### src/rtl/taylor_cos_scheduler_pkg.sv
// Shared constants, FSM state type and angle clamp helper for the Taylor cosine scheduler.
// Angles and results are unsigned fixed point [2:16], so 65536 represents 1.0.
package taylor_cos_pkg;

    localparam int W         = 18;
    localparam int FRAC_BITS = 16;
    // 1.0 + 0.5708 in [2:16]: the largest angle (~pi/2) the core is specified for.
    localparam int ANGLE_MAX = (1 << FRAC_BITS) + 37408;

    typedef enum logic [1:0] {
        IDLE,
        ISSUE,
        WAIT,
        RESP
    } cos_state_t;

    function automatic logic [31:0] clamp_angle(input logic [31:0] angle, input logic [31:0] limit);
        return (angle > limit) ? limit : angle;
    endfunction

endpackage

### src/rtl/taylor_cos_scheduler_if.sv
// Request, response and cosine-core signal bundle for taylor_cos_scheduler.
// The master modport is the scheduler's view; slave is the requesters/consumer/core side.
interface taylor_cos_scheduler_if #(
    parameter int NREQ = 4,
    parameter int W    = 18
);

    logic [NREQ-1:0]         req_valid;
    logic [NREQ*W-1:0]       req_angle;
    logic [NREQ-1:0]         req_ready;

    logic                    rsp_valid;
    logic                    rsp_ready;
    logic [$clog2(NREQ)-1:0] rsp_id;
    logic [W-1:0]            rsp_data;
    logic                    rsp_clamp;
    logic                    rsp_err;

    logic                    core_start;
    logic [W-1:0]            core_angle;
    logic                    core_ready;
    logic [W-1:0]            core_cos;

    modport master (
        input  req_valid, req_angle, rsp_ready, core_ready, core_cos,
        output req_ready, rsp_valid, rsp_id, rsp_data, rsp_clamp, rsp_err,
               core_start, core_angle
    );

    modport slave (
        output req_valid, req_angle, rsp_ready, core_ready, core_cos,
        input  req_ready, rsp_valid, rsp_id, rsp_data, rsp_clamp, rsp_err,
               core_start, core_angle
    );

endinterface

### src/rtl/taylor_cos_scheduler_arbiter.sv
// Purely combinational round-robin arbiter: grants the first valid requester at or after ptr.
// The owning FSM advances ptr; this block only looks.
module taylor_rr_arbiter #(
    parameter int NREQ = 4
) (
    input  logic [NREQ-1:0]         valid,
    input  logic [$clog2(NREQ)-1:0] ptr,
    output logic [NREQ-1:0]         grant,
    output logic [$clog2(NREQ)-1:0] idx,
    output logic                    any
);

    localparam int IW = $clog2(NREQ);

    logic [IW:0] slot;

    // Scan from the farthest offset back to ptr so the nearest valid slot is the last writer.
    always_comb begin
        grant = '0;
        idx   = '0;
        any   = 1'b0;
        slot  = '0;
        for (int k = NREQ - 1; k >= 0; k--) begin
            slot = {1'b0, ptr} + (IW+1)'(k);
            if (slot >= (IW+1)'(NREQ)) begin
                slot = slot - (IW+1)'(NREQ);
            end
            if (valid[slot[IW-1:0]]) begin
                idx = slot[IW-1:0];
                any = 1'b1;
            end
        end
        if (any) begin
            grant[idx] = 1'b1;
        end
    end

endmodule

### src/rtl/taylor_cos_scheduler.sv
// Round-robin scheduler sharing one TaylorSeries16 cosine core among NREQ angle requesters.
// Define COS_SCHED_TIMEOUT_EN to bound the WAIT state and report core timeouts on rsp_err.
module taylor_cos_scheduler
    import taylor_cos_pkg::cos_state_t;
    import taylor_cos_pkg::IDLE;
    import taylor_cos_pkg::ISSUE;
    import taylor_cos_pkg::WAIT;
    import taylor_cos_pkg::RESP;
    import taylor_cos_pkg::clamp_angle;
#(
    parameter int NREQ      = 4,
    parameter int W         = taylor_cos_pkg::W,
    parameter int START_LEN = 2,
    parameter int ANGLE_MAX = taylor_cos_pkg::ANGLE_MAX,
    parameter int TIMEOUT   = 64
) (
    input  logic                   clock,
    input  logic                   reset,
    taylor_cos_scheduler_if.master bus,
    output logic                   busy
);

    localparam int IW = $clog2(NREQ);
    localparam int SW = $clog2(START_LEN + 1);
    localparam logic [W-1:0] ANGLE_LIM = W'(ANGLE_MAX);

    cos_state_t      state;
    cos_state_t      state_next;
    logic [IW-1:0]   ptr;
    logic [IW-1:0]   grant_idx;
    logic [IW-1:0]   id_q;
    logic [NREQ-1:0] grant;
    logic            grant_any;
    logic [W-1:0]    sel_angle;
    logic [W-1:0]    angle_q;
    logic [W-1:0]    data_q;
    logic            sel_clamp;
    logic            clamp_q;
    logic            core_ready_q;
    logic [SW-1:0]   start_cnt;
    logic            accept;
    logic            issue_done;
    logic            complete;
    logic            timed_out;
    logic            err_q;

    taylor_rr_arbiter #(
        .NREQ (NREQ)
    ) u_arbiter (
        .valid (bus.req_valid),
        .ptr   (ptr),
        .grant (grant),
        .idx   (grant_idx),
        .any   (grant_any)
    );

    always_comb begin
        sel_angle = '0;
        for (int i = 0; i < NREQ; i++) begin
            if (grant_idx == IW'(i)) begin
                sel_angle = bus.req_angle[i*W +: W];
            end
        end
    end

    // Holding reset low must suppress the accept pulse even though the FSM already sits in IDLE.
    assign accept     = reset && (state == IDLE) && grant_any;
    assign sel_clamp  = (sel_angle > ANGLE_LIM);
    assign issue_done = (state == ISSUE) && (start_cnt == SW'(START_LEN - 1));
    assign complete   = (state == WAIT) && bus.core_ready && !core_ready_q;

    always_comb begin
        state_next = state;
        case (state)
            IDLE:    if (accept)                 state_next = ISSUE;
            ISSUE:   if (issue_done)             state_next = WAIT;
            WAIT:    if (complete || timed_out)  state_next = RESP;
            RESP:    if (bus.rsp_ready)          state_next = IDLE;
            default:                             state_next = IDLE;
        endcase
    end

    always_ff @(posedge clock or negedge reset) begin
        if (!reset) begin
            state <= IDLE;
        end else begin
            state <= state_next;
        end
    end

    // The angle register doubles as core_angle, so it stays put from ISSUE until the response leaves.
    always_ff @(posedge clock or negedge reset) begin
        if (!reset) begin
            ptr          <= '0;
            id_q         <= '0;
            angle_q      <= '0;
            clamp_q      <= 1'b0;
            data_q       <= '0;
            core_ready_q <= 1'b0;
            start_cnt    <= '0;
        end else begin
            core_ready_q <= bus.core_ready;
            start_cnt    <= (state == ISSUE) ? start_cnt + 1'b1 : '0;
            if (accept) begin
                id_q    <= grant_idx;
                clamp_q <= sel_clamp;
                angle_q <= W'(clamp_angle(32'(sel_angle), 32'(ANGLE_LIM)));
                ptr     <= (grant_idx == IW'(NREQ - 1)) ? '0 : grant_idx + 1'b1;
            end
            if (complete) begin
                data_q <= bus.core_cos;
            end else if (timed_out) begin
                data_q <= '0;
            end
        end
    end

`ifdef COS_SCHED_TIMEOUT_EN
    localparam int TW = $clog2(TIMEOUT + 1);

    logic [TW-1:0] wait_cnt;

    assign timed_out = (state == WAIT) && !complete && (wait_cnt == TW'(TIMEOUT - 1));

    always_ff @(posedge clock or negedge reset) begin
        if (!reset) begin
            wait_cnt <= '0;
            err_q    <= 1'b0;
        end else begin
            wait_cnt <= (state == WAIT) ? wait_cnt + 1'b1 : '0;
            if (accept) begin
                err_q <= 1'b0;
            end else if (timed_out) begin
                err_q <= 1'b1;
            end
        end
    end
`else
    assign timed_out = 1'b0;
    assign err_q     = 1'b0;
`endif

    assign bus.req_ready  = accept ? grant : '0;
    assign bus.core_start = (state == ISSUE);
    assign bus.core_angle = angle_q;
    assign bus.rsp_valid  = (state == RESP);
    assign bus.rsp_id     = id_q;
    assign bus.rsp_data   = data_q;
    assign bus.rsp_clamp  = clamp_q;
    assign bus.rsp_err    = err_q;
    assign busy           = (state != IDLE);

endmodule

### src/flat_wrapper.sv
// flat-port wrapper written by rule: the top's interface ports become plain ports
module taylor_cos_scheduler_flat import taylor_cos_pkg::cos_state_t; import taylor_cos_pkg::IDLE; import taylor_cos_pkg::ISSUE; import taylor_cos_pkg::WAIT; import taylor_cos_pkg::RESP; import taylor_cos_pkg::clamp_angle;
#(
    parameter int NREQ      = 4,
    parameter int W         = taylor_cos_pkg::W,
    parameter int START_LEN = 2,
    parameter int ANGLE_MAX = taylor_cos_pkg::ANGLE_MAX,
    parameter int TIMEOUT   = 64
)
  (clock, reset, busy, bus_req_valid, bus_req_angle, bus_rsp_ready, bus_core_ready, bus_core_cos, bus_req_ready, bus_rsp_valid, bus_rsp_id, bus_rsp_data, bus_rsp_clamp, bus_rsp_err, bus_core_start, bus_core_angle);
  taylor_cos_scheduler_if #(.NREQ(NREQ), .W(W)) bus_i ();
  input  logic clock;
  input  logic reset;
  output logic busy;
  input wire logic [$bits(bus_i.req_valid)-1:0] bus_req_valid;
  input wire logic [$bits(bus_i.req_angle)-1:0] bus_req_angle;
  input wire logic [$bits(bus_i.rsp_ready)-1:0] bus_rsp_ready;
  input wire logic [$bits(bus_i.core_ready)-1:0] bus_core_ready;
  input wire logic [$bits(bus_i.core_cos)-1:0] bus_core_cos;
  output wire logic [$bits(bus_i.req_ready)-1:0] bus_req_ready;
  output wire logic [$bits(bus_i.rsp_valid)-1:0] bus_rsp_valid;
  output wire logic [$bits(bus_i.rsp_id)-1:0] bus_rsp_id;
  output wire logic [$bits(bus_i.rsp_data)-1:0] bus_rsp_data;
  output wire logic [$bits(bus_i.rsp_clamp)-1:0] bus_rsp_clamp;
  output wire logic [$bits(bus_i.rsp_err)-1:0] bus_rsp_err;
  output wire logic [$bits(bus_i.core_start)-1:0] bus_core_start;
  output wire logic [$bits(bus_i.core_angle)-1:0] bus_core_angle;
  assign bus_i.req_valid = bus_req_valid;
  assign bus_i.req_angle = bus_req_angle;
  assign bus_i.rsp_ready = bus_rsp_ready;
  assign bus_i.core_ready = bus_core_ready;
  assign bus_i.core_cos = bus_core_cos;
  assign bus_req_ready = bus_i.req_ready;
  assign bus_rsp_valid = bus_i.rsp_valid;
  assign bus_rsp_id = bus_i.rsp_id;
  assign bus_rsp_data = bus_i.rsp_data;
  assign bus_rsp_clamp = bus_i.rsp_clamp;
  assign bus_rsp_err = bus_i.rsp_err;
  assign bus_core_start = bus_i.core_start;
  assign bus_core_angle = bus_i.core_angle;
  taylor_cos_scheduler #(.NREQ(NREQ), .W(W), .START_LEN(START_LEN), .ANGLE_MAX(ANGLE_MAX), .TIMEOUT(TIMEOUT)) u_core (.clock(clock), .reset(reset), .bus(bus_i), .busy(busy));
endmodule
### config.mk
export PLATFORM = sky130hd
export DESIGN_NAME = taylor_cos_scheduler_flat
export DESIGN_NICKNAME = d
export VERILOG_FILES = /design/src/rtl/taylor_cos_scheduler_pkg.sv /design/src/rtl/taylor_cos_scheduler_if.sv /design/src/rtl/taylor_cos_scheduler_arbiter.sv /design/src/rtl/taylor_cos_scheduler.sv /design/src/flat_wrapper.sv
export SDC_FILE = /design/constraint.sdc
export NUM_CORES = 1
export LEC_CHECK = 0
export CAP_MARGIN = 20
export CORE_MARGIN = 2
export CORE_UTILIZATION = 43
export CTS_BUF_LIST = sky130_fd_sc_hd__clkbuf_8 sky130_fd_sc_hd__clkbuf_16
export DETAILED_ROUTE_END_ITERATION = 12
export HOLD_SLACK_MARGIN = 0.12
export PLACE_DENSITY_LB_ADDON = 0.05
export SYNTH_ARGS = -nofsm -noshare
export SYNTH_HDL_FRONTEND = slang
export SYNTH_SLANG_ARGS = --single-unit
export TNS_END_PERCENT = 100
### constraint.sdc
create_clock -name clock -period 6.8 [get_ports clock]
set_clock_uncertainty 0.2 [all_clocks]
set_input_delay 2.04 -clock clock [delete_from_list [all_inputs] [get_ports clock]]
set_output_delay 2.04 -clock clock [all_outputs]
set_load 0.005 [all_outputs]
==> out/summary.txt <==
Mux cell area share after synthesis - 0.0768
Drt via density - 5.32
Antenna viol nets, final - 0
Share of cells above drive strength 1 - 0.142
Relative slew slack - 0.400
Final WL - 7810 um
Crit path buffers/inverters - 4
Gpl congestion - 0.793
Gr ovfl total - 0
Fin cells - 508
Post-synthesis simple-gate area fraction - 0.170
Final worst path period share - 0.970
Ranking of synthesized cells by area - dfrtp_1 41%, mux2_2 7.7%, nand2_1 5.7%
TritonCTS sink count - 46
DIE AREA - 7140 sq um
DRC violation count after routing - 0
Clock-pin slew of the registers on the worst-case setup and hold paths - 80 ps
Final core utilization - 0.691
Async SR Flop Fraction - 1.00
Hold path startpoint - u_core.start_cnt[0]
Fin crit period - 6600 ps
Die width - 84.5 um
FF+latch count, synth - 46
Fmax - 152 MHz
Xor and xnor fraction of the mapped netlist area - 0
Initial DRC Count - 68
Commonest non-fill, non-tap cell in the layout - clkdlybuf4s50_1
Setup CP Type - in -> out
Hold WC Path Type - reg -> reg
Worst Setup SP - bus_req_valid[0]
Layout net count - 538
Number of global-route vias before repair - 2743
Largest net degree at the start of global routing - 38
Top_reg_cell synth - dfrtp_1
Worst VDD drop - 239 uV
Slew Limit Fails - 0
Area Overhead vs Synth - 56.6%
Cts hold-fix bufs - 0
Post-Syn Area - 2790 sq um
Port Buffers - 143
Synth Instances - 293
Power density of the placed cells - 367 nW/um^2
Startpoint types - primary input
CP max FO - 9
CP top delay family - buffers and inverters
Clk_lat worst skew - 290 ps
Syn_area_per_cell - 9.51 sq um
CTS root buf - clkbuf_8
Most frequent cells in the layout - 142 x clkdlybuf4s50_1, 46 x dfrtp_1, 42 x nand2_1
DP Area - 4270 sq um
Critical path required time - 4560 ps
Setup_tns - 0 ps
CP Cell Sequence - clkdlybuf4s50_1, inv_1, nor2_1, a21oi_1, o21ai_0, a21oi_2, inv_1, ha_1, and2_1, clkdlybuf4s50_1
Core area - 6310 sq um
Yosys top cell by area - dfrtp_1
Worst slew pin tran - 898 ps
Post-synth EDFFs - 0
Data arrival time of the critical path - 4360 ps
CP endpoint kind - output port
Syn_nets - 401
Num rows - 29
Max Cap Viol - 0
Die Y - 84.5 um
I/O pins - 145
Max clock buf depth - 2
RSZ-0062 raised after global routing - false
Slowest Stage Delay on Critical Path - 570 ps
Sequential element share of the synthesized area - 0.413
Routed vias - 2703
Post-Synth Adder-Cell Area - 0.0449
Synth Area in Compound Gates - 0.236
Worst reg2reg path startpoint - u_core.ptr[0]
H-Tree Level Count - 2
TritonCTS clock tree - yes
CTS buffer count - 5
Leakage - 1.78 nW
Largest family of logic cells by synthesized area - compound AO/OA/AOI/OAI gates
TritonRoute pass-1 iters - 4
Initial Utilization - 0.441
Status - finished clean
Placed cell count - 500
Slowest CP cell - clkdlybuf4s50_1
Final hold vios - 0
Routed len/inst - 15.4 um
Final setup fails - 0
First-pass GRT wire length - 12900 um
DP HPWL - 6340 um
Initial antenna violation count - 0
Antenna cells - 0
Cell area after layout - 4360 sq um
Gr usage total - 0.222
Area fraction of the dominant cell type after synthesis - 0.413
Unique masters post-synth - 50
Yosys warning count - 0
through the flow:
stage	power (mW)	hold WS, ps	setup WS [ps]
finish	1.60	232	203
global route	1.73	267	39.1
CTS	1.62	227	120
detailed placement	1.45	216	124
global placement	1.42	215	267
floorplan	1.04	203	1030
kinds of logic after synthesis:
family                     count (synthesis)
AOI/OAI and AO/OA                         90
adders and majority gates                 10
buffers and inverters                     33
DFF                                       46
muxes                                     19
other                                      1
and+or+nand+nor                           94
worst paths after layout:
path	slack (ps)	endpoint	cells past startpoint
setup / recovery	200	bus_req_ready[2]	10
hold / removal	230	u_core.start_cnt[0]	1
setup reg to reg	3030	u_core.bus.core_angle[12]	13
hold reg to reg	230	u_core.start_cnt[0]	1
max in group asynchronous	4210	u_core.bus.core_angle[1]	2
min in group asynchronous	1430	u_core.bus.core_angle[9]	1
layer usage:
| layer | track usage | up-vias | share of wire |
|---|---|---|---|
| met5 | 0 | - | 0 |
| met4 | 0.0635 | 0 | 0.0076 |
| met3 | 0.0492 | 6 | 0.066 |
| met2 | 0.387 | 115 | 0.50 |
| met1 | 0.277 | 1260 | 0.43 |
| li1 | - | 1322 | - |
power breakdown:
group          switching, mW  internal (mW)
Clock                 0.0838         0.0805
Combinational          0.468          0.510
Sequential            0.0650          0.393
registers in the layout, indices dropped and copies added (netlist names):
register and cells:
u_core.bus.rsp_data 18, u_core.bus.core_angle 18, u_core.bus.rsp_id 2, u_core.ptr 2, u_core.start_cnt 2, u_core.bus.rsp_clamp 1
u_core.state 2, u_core.core_ready_q 1
synthesized netlist by cell type, drive strengths merged (2+ instances only):
cell,n
ha,10
clkbuf,7
and3,2
inv,13
nor2,15
mux2,19
o221ai,2
and2,4
nand3b,8
nor3,2
or2,2
o21ai,21
nor4,2
nand2,43
nand2b,2
a21oi,22
o21ba,2
o221a,2
nor2b,6
buf,13
a31oi,4
or3,6
dfrtp,46
a221oi,5
o22ai,17
o211ai,5
worst register-to-register path, delay by kind of cell, from the launching register on:
kind / cells / cell delay [ps]
AO/OA/AOI/OAI: 7 / 1530
AND/OR/NAND/NOR: 4 / 1150
flip-flops: 1 / 430
adder cells (fa/ha/maj): 1 / 320
buffers and inverters: 1 / 100
layout make-up:
| type | instances | area (sq um) |
|---|---|---|
| clock inverter | 2 | 8.76 |
| clock buffer | 6 | 82.6 |
| multi-input combinational | 214 | 1500 |
| inverter | 13 | 48.8 |
| fill | 524 | 1950 |
| sequential | 46 | 1150 |
| timing repair buffer | 150 | 1480 |
| tap | 77 | 96.3 |
repair_timing:
item,in CTS,in global routing
endpoints found under the setup margin,0,2
buffers inserted,0,0
resized for setup,0,2
No activity file was read; power rests on OpenSTA's default activity.
